## src/rtl/alg_pkg.sv

```systemverilog
// alg_pkg: shared types and default constants for the R-peak sample scheduler.
//   sched_state_t : scheduler FSM states
//   evt_t         : {sample_num, rr} event record at default widths
package alg_pkg;
    localparam int DATA_WIDTH_DEF = 11;
    localparam int CTR_WIDTH_DEF  = 24;
    localparam int FIFO_DEPTH_DEF = 4;
    localparam int WDOG_LIMIT_DEF = 1080;

    typedef enum logic [1:0] {
        IDLE,
        STAGE,
        CHECK
    } sched_state_t;

    typedef struct packed {
        logic [CTR_WIDTH_DEF-1:0]  sample_num;
        logic [DATA_WIDTH_DEF-1:0] rr;
    } evt_t;
endpackage

```

## src/rtl/evt_fifo.sv

```systemverilog
// evt_fifo: synchronous FIFO of event records with simultaneous push/pop.
//   clk, rst_n : clock, asynchronous active-low reset
//   push, din  : write request and data (dropped when full unless popping)
//   pop, dout  : read request and head record (zero while empty)
//   full, empty: occupancy flags
// DEPTH must be a power of two, at least 2.
module evt_fifo
    import alg_pkg::*;
#(
    parameter type T     = evt_t,
    parameter int  DEPTH = FIFO_DEPTH_DEF
) (
    input  logic clk,
    input  logic rst_n,
    input  logic push,
    input  T     din,
    input  logic pop,
    output T     dout,
    output logic full,
    output logic empty
);
    localparam int AW = $clog2(DEPTH);

    T               mem [DEPTH];
    logic [AW-1:0]  rd_ptr, wr_ptr;
    logic [AW:0]    cnt;
    logic           do_push, do_pop;

    assign empty   = cnt == '0;
    assign full    = cnt == (AW+1)'(DEPTH);
    assign do_pop  = pop && !empty;
    // A full FIFO still accepts a write when the head leaves in the same cycle.
    assign do_push = push && (!full || do_pop);
    assign dout    = empty ? '0 : mem[rd_ptr];

    always_ff @(posedge clk) begin
        if (do_push) mem[wr_ptr] <= din;
    end

    always_ff @(posedge clk or negedge rst_n) begin
        if (!rst_n) begin
            rd_ptr <= '0;
            wr_ptr <= '0;
            cnt    <= '0;
        end else begin
            if (do_push) wr_ptr <= wr_ptr + 1'b1;
            if (do_pop) rd_ptr <= rd_ptr + 1'b1;
            if (do_push != do_pop) cnt <= do_push ? cnt + 1'b1 : cnt - 1'b1;
        end
    end
endmodule

```

## src/rtl/alg_sample_sched.sv

```systemverilog
// alg_sample_sched: per-sample scheduler for the R-peak detection chain.
//   i_clk, i_nrst                       : clock, asynchronous active-low reset
//   i_sample_valid/i_sample/o_sample_ready : sample input handshake
//   o_sample                            : latched sample, stable while stages run
//   o_stage_ce                          : one-hot stage enable, one stage per cycle
//   o_ctr                               : current sample index
//   i_r_peak_sample_num, i_rr_period, i_qrs_search_en : algorithm FSM status
//   o_evt_valid/i_evt_ready/o_evt_sample_num/o_evt_rr : event FIFO head
//   o_overflow                          : sticky event-dropped flag
//   o_wdog_alarm                        : no-peak watchdog, built only with SCHED_WDOG_EN
module alg_sample_sched
    import alg_pkg::*;
#(
    parameter int DATA_WIDTH = DATA_WIDTH_DEF,
    parameter int CTR_WIDTH  = CTR_WIDTH_DEF,
    parameter int STAGES     = 4,
    parameter int FIFO_DEPTH = FIFO_DEPTH_DEF,
    parameter int WDOG_LIMIT = WDOG_LIMIT_DEF
) (
    input  logic                  i_clk,
    input  logic                  i_nrst,
    input  logic                  i_sample_valid,
    input  logic [DATA_WIDTH-1:0] i_sample,
    output logic                  o_sample_ready,
    output logic [DATA_WIDTH-1:0] o_sample,
    output logic [STAGES-1:0]     o_stage_ce,
    output logic [CTR_WIDTH-1:0]  o_ctr,
    input  logic [CTR_WIDTH-1:0]  i_r_peak_sample_num,
    input  logic [DATA_WIDTH-1:0] i_rr_period,
    input  logic                  i_qrs_search_en,
    output logic                  o_evt_valid,
    input  logic                  i_evt_ready,
    output logic [CTR_WIDTH-1:0]  o_evt_sample_num,
    output logic [DATA_WIDTH-1:0] o_evt_rr,
    output logic                  o_overflow,
    output logic                  o_wdog_alarm
);
    localparam int IW = STAGES > 1 ? $clog2(STAGES) : 1;

    typedef struct packed {
        logic [CTR_WIDTH-1:0]  sample_num;
        logic [DATA_WIDTH-1:0] rr;
    } evt_w_t;

    sched_state_t          state, state_next;
    logic [IW-1:0]         idx;
    logic                  started;
    logic                  accept, in_check, new_peak, push, pop, full, empty;
    logic [CTR_WIDTH-1:0]  last_peak;
    evt_w_t                head;

    // started keeps ready low for the first cycle after reset release.
    assign o_sample_ready = started && state == IDLE;
    assign o_stage_ce     = state == STAGE ? STAGES'(1) << idx : '0;
    assign accept         = i_sample_valid && o_sample_ready;
    assign in_check       = state == CHECK;
    assign new_peak       = i_r_peak_sample_num != last_peak && i_r_peak_sample_num != '0;
    assign push           = in_check && new_peak && i_qrs_search_en;
    assign pop            = o_evt_valid && i_evt_ready;

    always_comb begin
        state_next = state;
        case (state)
            IDLE:    state_next = accept ? STAGE : IDLE;
            STAGE:   state_next = idx == IW'(STAGES-1) ? CHECK : STAGE;
            CHECK:   state_next = IDLE;
            default: state_next = IDLE;
        endcase
    end

    always_ff @(posedge i_clk or negedge i_nrst) begin
        if (!i_nrst) begin
            state      <= IDLE;
            idx        <= '0;
            started    <= 1'b0;
            o_sample   <= '0;
            o_ctr      <= '0;
            last_peak  <= '0;
            o_overflow <= 1'b0;
        end else begin
            state   <= state_next;
            started <= 1'b1;
            if (accept) begin
                o_sample <= i_sample;
                idx      <= '0;
            end else if (state == STAGE) begin
                idx <= idx + 1'b1;
            end
            if (in_check) begin
                o_ctr <= o_ctr + 1'b1;
                if (new_peak) last_peak <= i_r_peak_sample_num;
            end
            if (push && full && !pop) o_overflow <= 1'b1;
        end
    end

    evt_fifo #(
        .T     (evt_w_t),
        .DEPTH (FIFO_DEPTH)
    ) u_fifo (
        .clk   (i_clk),
        .rst_n (i_nrst),
        .push  (push),
        .din   ('{sample_num: i_r_peak_sample_num, rr: i_rr_period}),
        .pop   (pop),
        .dout  (head),
        .full  (full),
        .empty (empty)
    );

    assign o_evt_valid      = !empty;
    assign o_evt_sample_num = head.sample_num;
    assign o_evt_rr         = head.rr;

`ifdef SCHED_WDOG_EN
    localparam int WW = $clog2(WDOG_LIMIT + 1);

    logic [WW-1:0] wdog_cnt, wdog_next;

    // Saturates at the limit so a long silent stretch cannot wrap and clear the alarm.
    assign wdog_next = (new_peak || !i_qrs_search_en) ? '0 :
                       wdog_cnt == WW'(WDOG_LIMIT) ? wdog_cnt : wdog_cnt + 1'b1;

    always_ff @(posedge i_clk or negedge i_nrst) begin
        if (!i_nrst) begin
            wdog_cnt     <= '0;
            o_wdog_alarm <= 1'b0;
        end else if (in_check) begin
            wdog_cnt     <= wdog_next;
            o_wdog_alarm <= wdog_next >= WW'(WDOG_LIMIT);
        end
    end
`else
    assign o_wdog_alarm = 1'b0;
`endif
endmodule

```

## config.mk

```make
export PLATFORM = sky130hd
export DESIGN_NAME = alg_sample_sched
export DESIGN_NICKNAME = d
export VERILOG_FILES = /design/src/rtl/alg_pkg.sv /design/src/rtl/evt_fifo.sv /design/src/rtl/alg_sample_sched.sv
export SDC_FILE = /design/constraint.sdc
export NUM_CORES = 1
export LEC_CHECK = 0
export ABC_AREA = 1
export CORE_ASPECT_RATIO = 0.9
export CORE_MARGIN = 2
export CORE_UTILIZATION = 35
export CTS_BUF_LIST = sky130_fd_sc_hd__clkbuf_8
export CTS_CLUSTER_SIZE = 28
export DETAILED_ROUTE_END_ITERATION = 10
export PLACE_DENSITY = 0.53
export SETUP_SLACK_MARGIN = 0.02
export SKIP_LAST_GASP = 1
export SLEW_MARGIN = 20
export SYNTH_ARGS = -nofsm -noshare
export SYNTH_HDL_FRONTEND = slang
export SYNTH_SLANG_ARGS = --single-unit
```

## constraint.sdc

```tcl
create_clock -name i_clk -period 6 [get_ports i_clk]
set_clock_uncertainty 0.1 [all_clocks]
set_input_delay 1.2 -clock i_clk [delete_from_list [all_inputs] [get_ports i_clk]]
set_output_delay 1.2 -clock i_clk [all_outputs]
set_load 0.05 [all_outputs]
```

# [Word-level counts from Yosys, hierarchy flattened]
# Memory sizes are Yosys's and may differ from the RTL's.
# Cells that the tools add are included.
[totals] register_bits=72 latchBits=0 ram_bits=140 mem_bits_ro=0 input_bits=51 out_inout_bits=78 wordCells=53 n_memories=1
[memory_table] name="u_fifo.mem" depth=4 width=35 rd=1 rd_clocked_by_memory_dff=0 write_ports=1 line="evt_fifo.sv:24" rtl="T mem [DEPTH];"
[classes] n_addsub=6 multipliers=0 div_mod_pow=0 magnitude_cmp=0 n_eq_ne=6 shift=1 mux=10 bitwise=0 reduce_logical=19
[op_table] operator="$mux W35" n=1
[op_table] operator="$add A24 B1 Y24 const B" n=1
[op_table] operator="$ne A24 B24 Y1" n=1
[op_table] operator="$reduce_bool A24 Y1" n=1
[op_table] operator="$logic_and A1 B1 Y1" n=10
[op_table] operator="$add A2 B1 Y2 const B" n=3
[op_table] operator="$mux W2" n=3
[op_table] operator="$eq A2 B2 Y1 const B" n=2
[op_table] operator="$mux W4" n=1
[op_table] operator="$pmux W2 S2" n=1
[op_table] operator="$shl A1 B2 Y4 const A" n=1
[op_table] operator="$add A3 B1 Y3 const B" n=1
[op_table] operator="$eq A3 B3 Y1 const B" n=1
[op_table] operator="$logic_not A1 Y1" n=3
[op_table] operator="$logic_not A3 Y1" n=1
[op_table] operator="$mux W1" n=3
[op_table] operator="$mux W3" n=1
[op_table] operator="$sub A3 B1 Y3 const B" n=1
[op_table] operator="$eq A2 B1 Y1 const B" n=1
[op_table] operator="$logic_not A2 Y1" n=1
[op_table] operator="$reduce_and A2 Y1" n=1
[op_table] operator="$reduce_bool A2 Y1" n=1
[op_table] operator="$logic_or A1 B1 Y1" n=1
[op_table] operator="$ne A1 B1 Y1" n=1

# [Logic depth before layout (Yosys ltp)]
[logic_depth] word_depth=8 mapped_depth=15

# [Hierarchy]
# From an unflattened synthesis, not the netlist that was laid out.
[unflattened] hier_cells=975 hier_area_um2=9516.6
[by_module_without_submodules] module="evt_fifo" n_inst=1 cells_per_inst=475 area_each_um2=5900.7
[by_module_without_submodules] module="alg_sample_sched" n_inst=1 cells_per_inst=500 area_each_um2=3616.0

# [Worst setup path before layout]
# Ideal clock, no wire load.
[synth_timing] path_kind="in2reg" start="in i_r_peak_sample_num[10]" end="mem u_fifo.mem[0][0] in the netlist's numbering, enable pin" arrival_ps=3408 required_time_ps=5473 path_slack_ps=2065 cell_stages=9 n_path_buf=0 path_cell_list="inv_1 nand2_1 nand2_1 nor2_1 nand2_1 nor2_1 nand3_1 nand4_1 nor2_1"
[synth_via] elab_chain_cells=7
[synth_lines] element="start: declaration" line="alg_sample_sched.sv:28" rtl="input logic [CTR_WIDTH-1:0] i_r_peak_sample_num,"
[synth_lines] element="$ne A24 B24 Y1 / $reduce_bool A24 Y1 (equally long branches)" line="alg_sample_sched.sv:57" rtl="assign new_peak = i_r_peak_sample_num != last_peak && i_r_peak_sample_num != '0;"
[synth_lines] element="$logic_and A1 B1 Y1 (*)" line="alg_sample_sched.sv:57"
[synth_lines] element="$logic_and A1 B1 Y1 (*) (2 in series)" line="alg_sample_sched.sv:58" rtl="assign push = in_check && new_peak && i_qrs_search_en;"
[synth_lines] element="$logic_and A1 B1 Y1 (*)" line="evt_fifo.sv:33" rtl="assign do_push = push && (!full || do_pop);"
[synth_lines] element="$mux W1 (*)" line="evt_fifo.sv:37" rtl="if (do_push) mem[wr_ptr] <= din;"
[synth_lines] element="$mux W1 (implied by the code) (*)" line="evt_fifo.sv:37"
[synth_lines] element="end: declaration" line="evt_fifo.sv:24"
# Every way passes the cells marked *; elsewhere a longest branch is shown, timed or not.

# [Worst setup path in the final report]
[layout_timing] start="reg u_fifo.cnt[0]" end="out o_evt_sample_num[19]"
[layout_via] elab_chain_cells=2
[layout_lines] element="start: declaration" line="evt_fifo.sv:26" rtl="logic [AW:0] cnt;"
[layout_lines] element="start signal: assignment" line="evt_fifo.sv:48" rtl="if (do_push != do_pop) cnt <= do_push ? cnt + 1'b1 : cnt - 1'b1;"
[layout_lines] element="$logic_not A3 Y1" line="evt_fifo.sv:29" rtl="assign empty = cnt == '0;"
[layout_lines] element="$mux W35" line="evt_fifo.sv:34" rtl="assign dout = empty ? '0 : mem[rd_ptr];"
[layout_lines] element="end: declaration" line="alg_sample_sched.sv:33" rtl="output logic [CTR_WIDTH-1:0] o_evt_sample_num,"
# Every way passes these cells.

==> impl_table.tex <==
\begin{tabular}{lr}
\hline
Metric & Value \\
\hline
\multicolumn{2}{l}{\textbf{Layout}} \\
Fraction of layout instances using a drive strength above 1 & 8.422\% \\
Area occupied by multi-input gates & 0.002701 sq mm \\
Filler-free cell count of the finished design & 1375 \\
Area delta synth->final & 26.52\% \\
Fill count & 2424 \\
Seq. cell area & 0.006007 sq mm \\
Inserted Diodes & 0 \\
Number of nets in the final layout & 1066 \\
\multicolumn{2}{l}{\textbf{Logic synthesis}} \\
Area share of the largest cell type after synthesis & 46.20\% \\
FF+latch count, synth & 212 \\
Mean cell area of the mapped netlist & 10.59 sq um \\
EDFF count, synth & 140 \\
Library cell with the highest instance count after synthesis & nor2\_1 \\
Top cells by area in the synthesized netlist & edfxtp\_1 (46\%), dfrtp\_1 (20\%), nor2\_1 (7.5\%), nand2\_1 (5.4\%), o21ai\_0 (5.3\%) \\
Post-synth net total & 920 \\
Compound-gate portion of the synthesized area & 7.493\% \\
Distinct cell type count of the synthesized netlist & 31 \\
Combined area of all synthesized cells & 0.009100 sq mm \\
Part of the Yosys area used for sequential elements & 66.00\% \\
Parity-gate share of the synthesized area counting xor and xnor cells & 2.695\% \\
Area fraction in and, or, nand and nor cells after synthesis & 16.14\% \\
Dominant cell type by area after synthesis & edfxtp\_1 \\
Mux contribution to synthesized area & 1.485\% \\
Post-Synth Adder-Cell Area & 1.457\% \\
Share of synthesized registers carrying an async set or reset & 33.96\% \\
Synth warn & 0 \\
Synth Flop Type & edfxtp\_1 \\
Combinational family with the most area after synthesis & simple AND/OR/NAND/NOR gates \\
Cell types with the highest counts after synthesis & nor2\_1 (183), edfxtp\_1 (140), nand2\_1 (131) \\
Syn Inst Count & 859 \\
\multicolumn{2}{l}{\textbf{Routing}} \\
Antenna viol nets, final & 0 \\
Average wire per standard cell & 15.13 microns \\
Total wirelength of the detailed-routed design & 20810 microns \\
Detailed-route via count & 6201 \\
Number of design rule violations left after detail routing & 0 \\
Vias per inst & 4.510 \\
Number of violations reported at the end of detailed-routing iteration 0 & 312 \\
First-pass DRT Iterations & 4 \\
\multicolumn{2}{l}{\textbf{Critical path}} \\
Worst path buffer plus inverter count & 3 \\
Slowest stage delay, CP & 860 ps \\
R2R Path Start & state[0]\$\_DFF\_PN0\_ \\
Family with the most delay on the worst path & buffers and inverters \\
Start point of the critical path & u\_fifo.cnt[0]\$\_DFFE\_PN0P\_ \\
Series of cell instances along the critical path & nor2\_1 > nand2\_1 > clkinv\_1 > buf\_4 > a21oi\_1 > clkdlybuf4s50\_1 \\
CP startpoint kind & register \\
Slowest-stage cell, CP & clkdlybuf4s50\_1 \\
Arrival time at the worst endpoint & 3420 ps \\
Worst Setup End Kind & primary output \\
Data required, critical path & 4700 ps \\
Worst Setup Path Type & reg -> out \\
Top fanout value on the critical path & 24 \\
\multicolumn{2}{l}{\textbf{Floorplanning}} \\
Die height & 157.0 microns \\
Starting utilization of the core area & 35.93\% \\
Die area & 0.02731 sq mm \\
Die span in x & 174.0 microns \\
Count of standard-cell rows & 55 \\
Core Box Area & 0.02532 sq mm \\
Io pins & 129 \\
\multicolumn{2}{l}{\textbf{Global route}} \\
Global-route total usage across every layer & 15.56\% \\
Wire length of the first global-routing pass & 33290 microns \\
Pin count of the biggest net entering global routing & 73 \\
Via count of the first global-routing pass & 6186 \\
Antenna violations before repair & 1 \\
Overflow left after global routing & 0 \\
\multicolumn{2}{l}{\textbf{Placement}} \\
Placer congestion estimate & 0.7643 \\
HPWL after detailed placement & 12910 microns \\
Placed instance count & 1308 \\
Input/output buffers & 127 \\
Worst setup timing slack at the placement stage & 1611 ps \\
\multicolumn{2}{l}{\textbf{Timing}} \\
Transition time at the pin with the least slew margin & 984.9 ps \\
Upper clock frequency limit & 0.2117 GHz \\
Hold Worst Slack & 373.4 ps \\
Final period util & 78.74\% \\
Final Hold Violating Endpoints & 0 \\
PnR worst setup slack & 1276 ps \\
Setup\_tns & 0 ps \\
Number of max-slew violations in the final report & 0 \\
Post-route minimum period & 4724 ps \\
Final number of setup-violating endpoints & 0 \\
RSZ-0062 raised after global routing & no \\
Worst max-slew margin expressed relative to the limit & 34.34\% \\
\multicolumn{2}{l}{\textbf{Clock tree}} \\
Clock insertion delay at the later pin of the skew report & 510 ps \\
Hold\_buf cts & 0 \\
Setup repair bufs after CTS & 0 \\
Clock buffers created by TritonCTS & 37 \\
CTS sink cnt & 212 \\
H-tree depth reported by CTS & 2 \\
Number of gates given a new drive strength after cts & 0 \\
Root cell of the clock tree & clkbuf\_8 \\
Worst-case clock buffer depth & 3 \\
Clock edge transition at the registers on the reported setup and hold paths & 60 ps \\
TritonCTS clock tree & built \\
\multicolumn{2}{l}{\textbf{Power and ir drop}} \\
VDD IR-drop max & 0.3532 mV \\
Power density over the cells & 507.6 mW/mm\^{}2 \\
Leakage power total & 4.694 nW \\
Total power after layout & 5.845 mW \\
\multicolumn{2}{l}{\textbf{Worst hold path}} \\
Critical hold path startpoint & o\_overflow\$\_DFFE\_PN0P\_ \\
Worst hold path type & reg -> reg \\
\multicolumn{2}{l}{\textbf{Outcome}} \\
Status & complete, no violations \\
\multicolumn{2}{l}{\textbf{Run}} \\
Max Cap Viol & 0 \\
\hline
\end{tabular}
==> per-layer routing <==
layer / routed length (microns) / track usage, %
met4: 444 / 5.042
met2: 8868 / 23.60
met5: 0 / 0
met1: 10010 / 21.65
met3: 1483 / 4.396
==> sequential cells by signal, summed over array words and instances (netlist names) <==
name	cells
u_fifo.cnt	3
o_sample	11
o_ctr	24
u_fifo.mem	140
state	2
started	1
idx	2
o_overflow	1
u_fifo.wr_ptr	2
u_fifo.rd_ptr	2
last_peak	24
==> cells by family after synthesis <==
family / count (synthesis)
AND/OR/NAND/NOR: 350
buffers and inverters: 110
AO/OA/AOI/OAI: 135
adder cells (fa/ha/maj): 10
other: 2
multiplexers: 12
XOR/XNOR: 28
flip-flops: 212
==> where the power goes <==
part           switching (mW)  internal [mW]  leakage (nW)  total [mW]
Clock                   0.559          0.707         0.430        1.27
Combinational            1.80          0.848          2.10        2.65
Sequential              0.171           1.76          2.16        1.93
Total                    2.53           3.31          4.69        5.84
==> through the flow <==
stage,utilization [%],cell area [sq um]
finish,45.46,11510
global route,45.46,11510
CTS,45.46,11510
detailed placement,42.60,10790
global placement,42.60,10790
floorplan,-,9100
==> final timing paths <==
| check | slack [ps] | cells after the start | endpoint |
|---|---|---|---|
| setup / recovery | 1280 | 6 | o_evt_sample_num[19] |
| max in group asynchronous | 4370 | 1 | u_fifo.rd_ptr[0]$_DFFE_PN0P_ |
| hold reg to reg | 370 | 1 | o_overflow$_DFFE_PN0P_ |
| hold / removal | 370 | 1 | o_overflow$_DFFE_PN0P_ |
| min in group asynchronous | 740 | 1 | o_ctr[22]$_DFFE_PN0N_ |
| setup reg to reg | 3100 | 6 | u_fifo.mem[2][34]$_DFFE_PP_ |
==> placed cells by master, fill, tap and decap left out <==
| master | instances |
|---|---|
| clkinv_1 | 4 |
| a21oi_1 | 35 |
| clkdlybuf4s50_1 | 126 |
| conb_1 | 2 |
| bufinv_16 | 1 |
| nor3_1 | 4 |
| ha_1 | 9 |
| o21ai_0 | 97 |
| nor4_4 | 1 |
| nand2_2 | 1 |
| xor2_1 | 22 |
| fa_1 | 1 |
| nor2_1 | 179 |
| a31oi_1 | 1 |
| clkinvlp_4 | 2 |
| dfrtp_1 | 71 |
| nor3_4 | 1 |
| nor4_1 | 2 |
| edfxtp_1 | 140 |
| dfrtp_2 | 1 |
| nand4_4 | 3 |
| inv_1 | 94 |
| nand4_1 | 5 |
| xnor2_1 | 6 |
| nand3_1 | 15 |
| mux2_2 | 12 |
| nor3_2 | 1 |
| o21bai_1 | 1 |
| buf_4 | 13 |
| clkbuf_8 | 44 |
| a22oi_1 | 1 |
| nand2_1 | 131 |
| nor2_4 | 7 |
==> layout make-up <==
class                      count  share of cell area [%]
tap                          342                   3.717
inverter                      78                   2.543
multi-input combinational    537                   23.46
timing repair buffer         139                   11.80
clock buffer                  44                   5.260
clock inverter                23                   1.043
sequential                   212                   52.17
(Power assumes the default switching activity.)
